`src/rtl/clock_ctrl_pkg.sv`:
```
// Shared types and widths for the CPU clock-enable controller.
package clock_ctrl_pkg;

  localparam int unsigned CYCLE_W = 8;

  typedef enum logic [1:0] {
    AUTO   = 2'd0,
    MANUAL = 2'd1,
    HALT   = 2'd2
  } state_t;

endpackage

```
`src/rtl/clock_controller_debouncer.sv`:
```
// Two-flop synchroniser, stability counter and registered rising-edge pulse
// for a raw asynchronous push button.
module debouncer #(
  parameter int unsigned DB_COUNT = 50000
) (
  input  logic clk_in,
  input  logic rst,
  input  logic din,
  output logic dout,
  output logic rise
);

  localparam int unsigned CNT_W = $clog2(DB_COUNT);
  localparam logic [CNT_W-1:0] CNT_LAST = CNT_W'(DB_COUNT - 1);

  logic             sync1;
  logic             sync2;
  logic             dout_d;
  logic [CNT_W-1:0] cnt;

  // Synchronise, accept a new level after DB_COUNT disagreeing cycles, pulse on rise
  always_ff @(posedge clk_in) begin
    if (rst) begin
      sync1  <= 1'b0;
      sync2  <= 1'b0;
      dout   <= 1'b0;
      dout_d <= 1'b0;
      rise   <= 1'b0;
      cnt    <= '0;
    end else begin
      sync1  <= din;
      sync2  <= sync1;
      dout_d <= dout;
      rise   <= dout & ~dout_d;
      if (sync2 != dout) begin
        if (cnt == CNT_LAST) begin
          dout <= sync2;
          cnt  <= '0;
        end else begin
          cnt <= cnt + 1'b1;
        end
      end else begin
        cnt <= '0;
      end
    end
  end

endmodule

```
`src/rtl/clock_controller.sv`:
```
// Run/step/halt clock-enable controller: turns prescaler tick edges or
// debounced step presses into single-cycle cpu_en pulses in the clk_in domain.
module clock_controller
  import clock_ctrl_pkg::*;
#(
  parameter int unsigned DB_COUNT = 50000
) (
  input  logic               clk_in,
  input  logic               rst,
  input  logic               tick_in,
  input  logic               manual,
  input  logic               step_btn,
  input  logic               halt,
  input  logic               resume,
  output logic               cpu_en,
  output logic               halted,
  output logic               clk_led,
  output logic [CYCLE_W-1:0] cycle_cnt
);

  state_t state;
  state_t state_next;

  logic       tick_s1;
  logic       tick_s2;
  logic       tick_prev;
  logic [1:0] tick_fill;
  logic       tick_armed;
  logic       tick_ev;

  logic       btn_stable;
  logic       step_press;
  logic       step_ev;

  logic       resume_d;
  logic       resume_rise;
  logic       pulse_next;

  // Tick edge detection; an edge only counts once a genuine low has been
  // sampled since reset, so a tick already high at reset release is ignored.
  always_ff @(posedge clk_in) begin
    if (rst) begin
      tick_s1    <= 1'b0;
      tick_s2    <= 1'b0;
      tick_prev  <= 1'b0;
      tick_fill  <= '0;
      tick_armed <= 1'b0;
      tick_ev    <= 1'b0;
    end else begin
      tick_s1    <= tick_in;
      tick_s2    <= tick_s1;
      tick_prev  <= tick_s2;
      tick_fill  <= {tick_fill[0], 1'b1};
      tick_armed <= tick_armed | (tick_fill[1] & ~tick_s2);
      tick_ev    <= tick_s2 & ~tick_prev & tick_armed;
    end
  end

  debouncer #(
    .DB_COUNT(DB_COUNT)
  ) u_step_db (
    .clk_in(clk_in),
    .rst   (rst),
    .din   (step_btn),
    .dout  (btn_stable),
    .rise  (step_press)
  );

  // The rise pulse always falls inside the stable-high window, so gating is a no-op
  assign step_ev = step_press & btn_stable;

  // Resume edge register
  always_ff @(posedge clk_in) begin
    if (rst) begin
      resume_d <= 1'b0;
    end else begin
      resume_d <= resume;
    end
  end

  assign resume_rise = resume & ~resume_d;

  // FSM state register
  always_ff @(posedge clk_in) begin
    if (rst) begin
      state <= AUTO;
    end else begin
      state <= state_next;
    end
  end

  // FSM next-state logic; halt has priority over everything
  always_comb begin
    state_next = state;
    if (halt) begin
      state_next = HALT;
    end else begin
      case (state)
        HALT: begin
          if (resume_rise) begin
            state_next = manual ? MANUAL : AUTO;
          end
        end
        AUTO: begin
          if (manual) begin
            state_next = MANUAL;
          end
        end
        MANUAL: begin
          if (!manual) begin
            state_next = AUTO;
          end
        end
        default: state_next = AUTO;
      endcase
    end
  end

  // FSM output logic; events coinciding with halt or a mode change are dropped
  always_comb begin
    pulse_next = 1'b0;
    if (!halt) begin
      case (state)
        AUTO:    pulse_next = ~manual & tick_ev;
        MANUAL:  pulse_next = manual & step_ev;
        default: pulse_next = 1'b0;
      endcase
    end
  end

  // Registered outputs: enable pulse, halt flag, LED toggle and pulse counter
  always_ff @(posedge clk_in) begin
    if (rst) begin
      cpu_en    <= 1'b0;
      halted    <= 1'b0;
      clk_led   <= 1'b0;
      cycle_cnt <= '0;
    end else begin
      cpu_en <= pulse_next;
      halted <= (state_next == HALT);
      if (pulse_next) begin
        clk_led   <= ~clk_led;
        cycle_cnt <= cycle_cnt + 1'b1;
      end
    end
  end

endmodule

```
`config.mk`:
```
export PLATFORM = sky130hd
export DESIGN_NAME = clock_controller
export DESIGN_NICKNAME = d
export VERILOG_FILES = /design/src/rtl/clock_ctrl_pkg.sv /design/src/rtl/clock_controller_debouncer.sv /design/src/rtl/clock_controller.sv
export SDC_FILE = /design/constraint.sdc
export NUM_CORES = 1
export LEC_CHECK = 0
export CORE_MARGIN = 2
export CORE_UTILIZATION = 49
export DETAILED_ROUTE_END_ITERATION = 12
export GPL_ROUTABILITY_DRIVEN = 1
export PLACE_DENSITY = 0.83
export SLEW_MARGIN = 20
export SYNTH_ARGS = -nofsm -noshare
export SYNTH_HDL_FRONTEND = slang
export SYNTH_HIERARCHICAL = 1
export SYNTH_SLANG_ARGS = --single-unit
```
`constraint.sdc`:
```
create_clock -name clk_in -period 1.5 [get_ports clk_in]
set_input_delay 0.3 -clock clk_in [delete_from_list [all_inputs] [get_ports clk_in]]
set_output_delay 0.3 -clock clk_in [all_outputs]
set_load 0.05 [all_outputs]
```
==> impl_metrics.py, run 1 <==
metrics = {
    "outcome": {
        "status": "complete, no violations",
    },
    "timing": {
        "fmax_ghz": 0.670,
        "fin_crit_ns": 1.49,
        "setup_viol": 0,
        "fin_hold_ws_ns": 0.404,
        "rsz0062_at_grt": "yes",
        "hold_violations": 0,
        "worstMarginPinSlew_ns": 0.376,
        "clock_skew_ns": 0.0109,
        "finalCritPeriodShare": 0.995,
        "relSlewSlack": 0.749,
        "finalMaxSlewViolations": 0,
    },
    "detailed_routing": {
        "firstDrtPassIters": 4,
        "vias": 1348,
        "wl_um": 3600,
        "vias_per_cell": 5.22,
        "initialDrtViolationCount": 78,
        "final_antenna_net_count": 0,
        "post_drt_wl_per_cell_um": 13.9,
        "drc": 0,
    },
    "logic_synthesis": {
        "seq_area_frac_synth": 0.491,
        "synth_top_family_by_area": "simple AND/OR/NAND/NOR gates",
        "synthXorXnorAreaFrac": 0.102,
        "synth-adder-area-share": 0.0146,
        "synthCells": 171,
        "synthMuxAreaShare": 0.0117,
        "synth-edff-count": 0,
        "ys_types": 44,
        "synth-seq-cells": 42,
        "synth_compound_area_frac": 0.0599,
        "yosys.area_share.simple": 0.297,
        "synthArstFlopShare": 0,
        "synth_area_per_cell_um2": 10.0,
        "ys_warn_count": 6,
        "syn_area_um2": 1710,
        "synthFlopType": "dfxtp_1",
        "syn_nets": 180,
    },
    "min_path": {
        "hp-class": "reg -> reg",
        "hold_start": "tick_prev",
    },
    "power": {
        "intPower_mw": 1.40,
        "max-vdd-ir-drop_uv": 421,
        "p_leak_nw": 0.836,
        "p_switching_mw": 0.403,
        "p_per_area_nw_per_um2": 799,
        "swShare": 0.223,
        "power_frac_comb": 0.049,
        "total_power_mw": 1.81,
        "p_clk_frac": 0.319,
        "seq_power_share": 0.632,
    },
    "clock_network": {
        "cts_sinks": 42,
        "cts_root_buf": "clkbuf_4",
        "cts_tree": "done",
        "cts_hold_buf": 0,
        "clkTransAtPathRegs_ns": 0.12,
        "cts_buffer_depth": 2,
        "htreeDepth": 2,
        "clk_latency_ns": 0.35,
        "cts_made_buffers": 5,
    },
    "grt": {
        "grt_max_degree": 15,
        "antenna_found_initial": 0,
        "grt_pass1_wl_um": 6270,
        "grt_pass1_vias": 1489,
        "grt_overflow_total": 0,
        "grtUsageTotal": 0.201,
    },
    "final_layout": {
        "syn_to_final_growth_pct": 32.0,
        "nNetsFinal": 220,
        "fin_area_um2": 2260,
        "layout_common_cells": "dfxtp_1, nor2_1, buf_4",
        "mostFrequentLayoutCell": "dfxtp_1",
        "fill_cells": 264,
        "diodes": 0,
        "drive_gt1_frac": 0.297,
    },
    "die": {
        "core_area_um2": 3340,
        "io_pins": 18,
        "die_h_um": 63.1,
        "dieArea_um2": 3980,
        "start_util": 0.513,
        "num_rows": 21,
        "die_w_um": 63.1,
    },
    "critical_path": {
        "start_kind": "input pin",
        "crit_required_ns": 1.77,
        "critical_path_class": "in -> reg",
        "worstPathMaxFanout": 4,
        "crit_start": "halt",
        "worstPathArrival_ns": 1.77,
        "setup.worst_path.end_class": "register",
        "reg2reg_from": "u_step_db/cnt[4]",
    },
    "placement": {
        "port_buffers": 17,
        "place_area_um2": 2160,
        "place_hpwl_um": 2620,
        "gp_congestion": 0.830,
    },
    "job": {
        "cap_viol_max_count": 0,
    },
}
-- flip-flops by register name (all words and copies together), names as in the netlist, 2 cells and up --
| signal | count |
|---|---|
| u_step_db/cnt | 16 |
| cycle_cnt | 8 |
| state | 2 |
| tick_fill | 2 |
-- synthesized netlist by cell type, types with 2 or more instances --
| cell | instances | area [µm²] |
|---|---|---|
| dfxtp_1 | 42 | 841 |
| nand3_1 | 5 | 25.0 |
| nor2_1 | 32 | 120 |
| xnor2_1 | 17 | 149 |
| nor3_1 | 5 | 25.0 |
| nor4_2 | 2 | 25.0 |
| ha_1 | 2 | 25.0 |
| a21oi_1 | 2 | 10.0 |
| and3_1 | 2 | 12.5 |
| inv_1 | 6 | 22.5 |
| nand4_1 | 3 | 18.8 |
| or4_1 | 2 | 15.0 |
| o21ai_0 | 2 | 10.0 |
| nor2_2 | 2 | 12.5 |
| mux2i_1 | 2 | 20.0 |
| nand2_1 | 7 | 26.3 |
| xor2_1 | 3 | 26.3 |
| nor2b_1 | 8 | 50.1 |
| nor4b_1 | 2 | 17.5 |
-- area by class of cell --
class,instances,area (µm²),area share
Sequential cell,42,851,0.376
Inverter,6,22.5,0.00996
Multi-Input combinational cell,121,856,0.379
Timing Repair Buffer,35,414,0.183
Tap cell,46,57.6,0.0255
Clock buffer,7,55.1,0.0243
Clock inverter,1,5.00,0.00221
-- per-layer routing --
metal / track usage / up-vias / wire (µm)
li1: - / 659 / -
met1: 0.215 / 649 / 1470
met2: 0.366 / 33 / 1950
met3: 0.0607 / 7 / 130
met4: 0.0778 / 0 / 39
met5: 0 / - / 0
-- power by group through the flow --
stage | sequential, mW | clock [mW] | combinational, mW
after floorplan | 1.17 | 0 | 0.0327
after detailed placement | 1.17 | 0 | 0.0873
final | 1.14 | 0.577 | 0.0884
after CTS | 1.14 | 0.592 | 0.0873
after global placement | 1.17 | 0 | 0.0845
after global routing | 1.14 | 0.649 | 0.0958
-- critical path: stages --
cell	delay (ns)
clkdlybuf4s50_1	0.44
nor2_1	0.23
o211ai_2	0.19
or4_4	0.50
o21ai_0	0.10
-- per-stage QoR --
step	util	instances	setup TNS, ns	setup slack [ns]
after floorplan	-	171	-0.0661	-0.0661
after global placement	0.648	248	-2.99	-0.386
after detailed placement	0.648	248	-3.86	-0.542
after CTS	0.669	256	0	0.00852
after global routing	0.678	258	-0.154	-0.0536
final	0.678	258	0	0.00779
-- kinds of logic (layout without fill, tap and decap cells) --
logic type	count (synthesis)	count (layout)
simple gates	85	86
flops	42	42
xor+xnor	20	20
compound gates	11	11
buf+inv	9	49
fa+ha+maj	2	2
mux	2	2
-- path summary, 6_finish.rpt --
path / end / slack [ns] / cells after the start
setup / recovery: cycle_cnt[5] / 0.008 / 5
hold / removal: tick_ev / 0.40 / 1
setup reg to reg: u_step_db/dout / 0.008 / 5
hold reg to reg: tick_ev / 0.40 / 1
-- timing repair --
action	4_1_cts	5_1_grt
gates resized for setup	4	5
cloned	0	1
endpoints found under the hold margin	0	0
setup buffers	0	1
pin swaps	0	4
endpoints found under the setup margin	18	20
(Power assumes the default switching activity.)
==> run 2: changes to the inputs <==
--- a/config.mk
+++ b/config.mk
@@ -6,10 +6,10 @@
 export NUM_CORES = 1
 export LEC_CHECK = 0
 export CORE_MARGIN = 2
-export CORE_UTILIZATION = 49
+export CORE_UTILIZATION = 40
 export DETAILED_ROUTE_END_ITERATION = 12
 export GPL_ROUTABILITY_DRIVEN = 1
-export PLACE_DENSITY = 0.83
+export PLACE_DENSITY = 0.72
 export SLEW_MARGIN = 20
 export SYNTH_ARGS = -nofsm -noshare
 export SYNTH_HDL_FRONTEND = slang
==> run 2 against run 1 <==
First-iteration DRC count is 47% lower. Utilization is 9.3 points lower. Sequential power hardly changed. Critical path type is now reg -> reg. Largest cell class unchanged.
==> impl_metrics.py, run 2 (synthesis results as in run 1) <==
metrics = {
    "die": {
        "io_pins": 18,
        "start_util": 0.422,
        "die_w_um": 69.4,
        "dieArea_um2": 4820,
        "core_area_um2": 4060,
        "num_rows": 23,
        "die_h_um": 69.4,
    },
    "final_layout": {
        "diodes": 0,
        "layout_common_cells": "dfxtp_1, nor2_1, buf_4",
        "fin_area_um2": 2370,
        "fill_cells": 335,
        "top_regs": "u_step_db/cnt: 16 flops, cycle_cnt: 8 flops",
        "stdcell_count": 268,
        "regMostFlops": "u_step_db/cnt",
        "largest_reg_flops": 16,
        "nNetsFinal": 226,
        "drive_gt1_frac": 0.317,
        "mostFrequentLayoutCell": "dfxtp_1",
        "syn_to_final_growth_pct": 38.4,
        "final_util": 0.584,
    },
    "detailed_routing": {
        "initialDrtViolationCount": 41,
        "final_antenna_net_count": 0,
        "vias_per_cell": 4.92,
        "vias": 1318,
        "firstDrtPassIters": 4,
        "wl_um": 3180,
        "drc": 0,
        "post_drt_wl_per_cell_um": 11.9,
    },
    "critical_path": {
        "critPathTopFamily": "simple AND/OR/NAND/NOR gates",
        "start_kind": "register",
        "crit_start": "state[0]",
        "reg2reg_from": "state[0]",
        "critical_path_class": "reg -> reg",
        "worstPathMaxFanout": 6,
        "r2r-end": "cycle_cnt[4]",
        "critPathBufInv": 0,
        "reg2reg_slack_ns": 0.06,
        "setup.worst_path.end_class": "register",
        "path_cells": "or3b_4 -> a2111oi_4 -> xnor2_1 -> nor2_1",
        "worstPathArrival_ns": 1.63,
        "crit_required_ns": 1.69,
        "worstRegToRegCells": 4,
        "crit_slowest_cell": "or3b_4",
        "max_stage_delay_ns": 0.41,
    },
    "timing": {
        "setup_tns_ns": 0,
        "fin_crit_ns": 1.44,
        "layout_setup_ws_ns": 0.0616,
        "worstMarginPinSlew_ns": 0.312,
        "finalCritPeriodShare": 0.959,
        "rsz0062_at_grt": "yes",
        "fin_hold_ws_ns": 0.386,
        "setup_viol": 0,
        "relSlewSlack": 0.791,
        "hold_violations": 0,
        "finalMaxSlewViolations": 0,
        "clock_skew_ns": 0.00523,
        "fmax_ghz": 0.695,
    },
    "clock_network": {
        "cts_buffer_depth": 2,
        "cts_tree": "done",
        "cts_root_buf": "clkbuf_8",
        "cts_sinks": 42,
        "clk_latency_ns": 0.29,
        "clkTransAtPathRegs_ns": 0.08,
        "cts_made_buffers": 5,
        "htreeDepth": 2,
        "cts_hold_buf": 0,
    },
    "job": {
        "cap_viol_max_count": 0,
    },
    "grt": {
        "grt_pass1_vias": 1292,
        "grt_max_degree": 13,
        "grt_overflow_total": 0,
        "grtUsageTotal": 0.145,
        "grt_pass1_wl_um": 5600,
        "antenna_found_initial": 0,
    },
    "placement": {
        "gp_congestion": 0.787,
        "place_area_um2": 2240,
        "dp_cells": 260,
        "place_ws_ns": -0.417,
        "place_hpwl_um": 2240,
        "port_buffers": 17,
    },
    "power": {
        "p_per_area_nw_per_um2": 838,
        "total_power_mw": 1.99,
        "p_leak_nw": 0.901,
        "max-vdd-ir-drop_uv": 626,
    },
    "min_path": {
        "hp-class": "reg -> reg",
        "holdPathEnd": "u_step_db/rise",
        "hold_start": "u_step_db/dout_d",
        "worstHoldPathCells": 1,
    },
    "outcome": {
        "status": "complete, no violations",
    },
}
## run 2: cell types whose count changed in the layout (fill, tap and decap cells not counted), sizes merged
cell   delta
buf       +7
nand2     -1
## run 2: worst max-delay path by stage
| stage | to | slack [ns] | depth (start not counted) |
|---|---|---|---|
| final | cycle_cnt[4] | 0.06 | 4 |
| after global routing | u_step_db/cnt[13] | -0.02 | 5 |
| after CTS | u_step_db/cnt[14] | 0.02 | 6 |
| after detailed placement | clk_led | -0.42 | 6 |
| after global placement | cycle_cnt[4] | -0.39 | 5 |
| after floorplan | cycle_cnt[4] | -0.07 | 4 |
## run 2: layer usage
layer	part of all wire	GRT usage
met5	0	0
met4	0.013	0.0654
met3	0.051	0.0436
met2	0.46	0.219
met1	0.47	0.189
## run 2: timing repair
item	4_1_cts	5_1_grt
resized for setup	3	7
setup buffers	0	0
pin swaps	0	0
cloned	0	0
setup endpoints to repair	8	5
## run 2: final cells by class
type,instances,area [µm²],area share
Tap cell,50,62.6,0.0264
Sequential cell,42,847,0.357
Clock inverter,1,5.00,0.00211
Timing Repair Buffer,42,479,0.202
Clock buffer,7,86.3,0.0364
Inverter,6,22.5,0.00950
Multi-Input combinational cell,120,868,0.366
## run 2: report_power, final
part           leakage (nW)  internal (mW)  switching [mW]  total, mW
clock network        0.0482          0.371           0.379      0.750
logic                 0.509         0.0497          0.0430     0.0926
registers             0.344           1.13          0.0115       1.14
total                 0.901           1.55           0.434       1.99
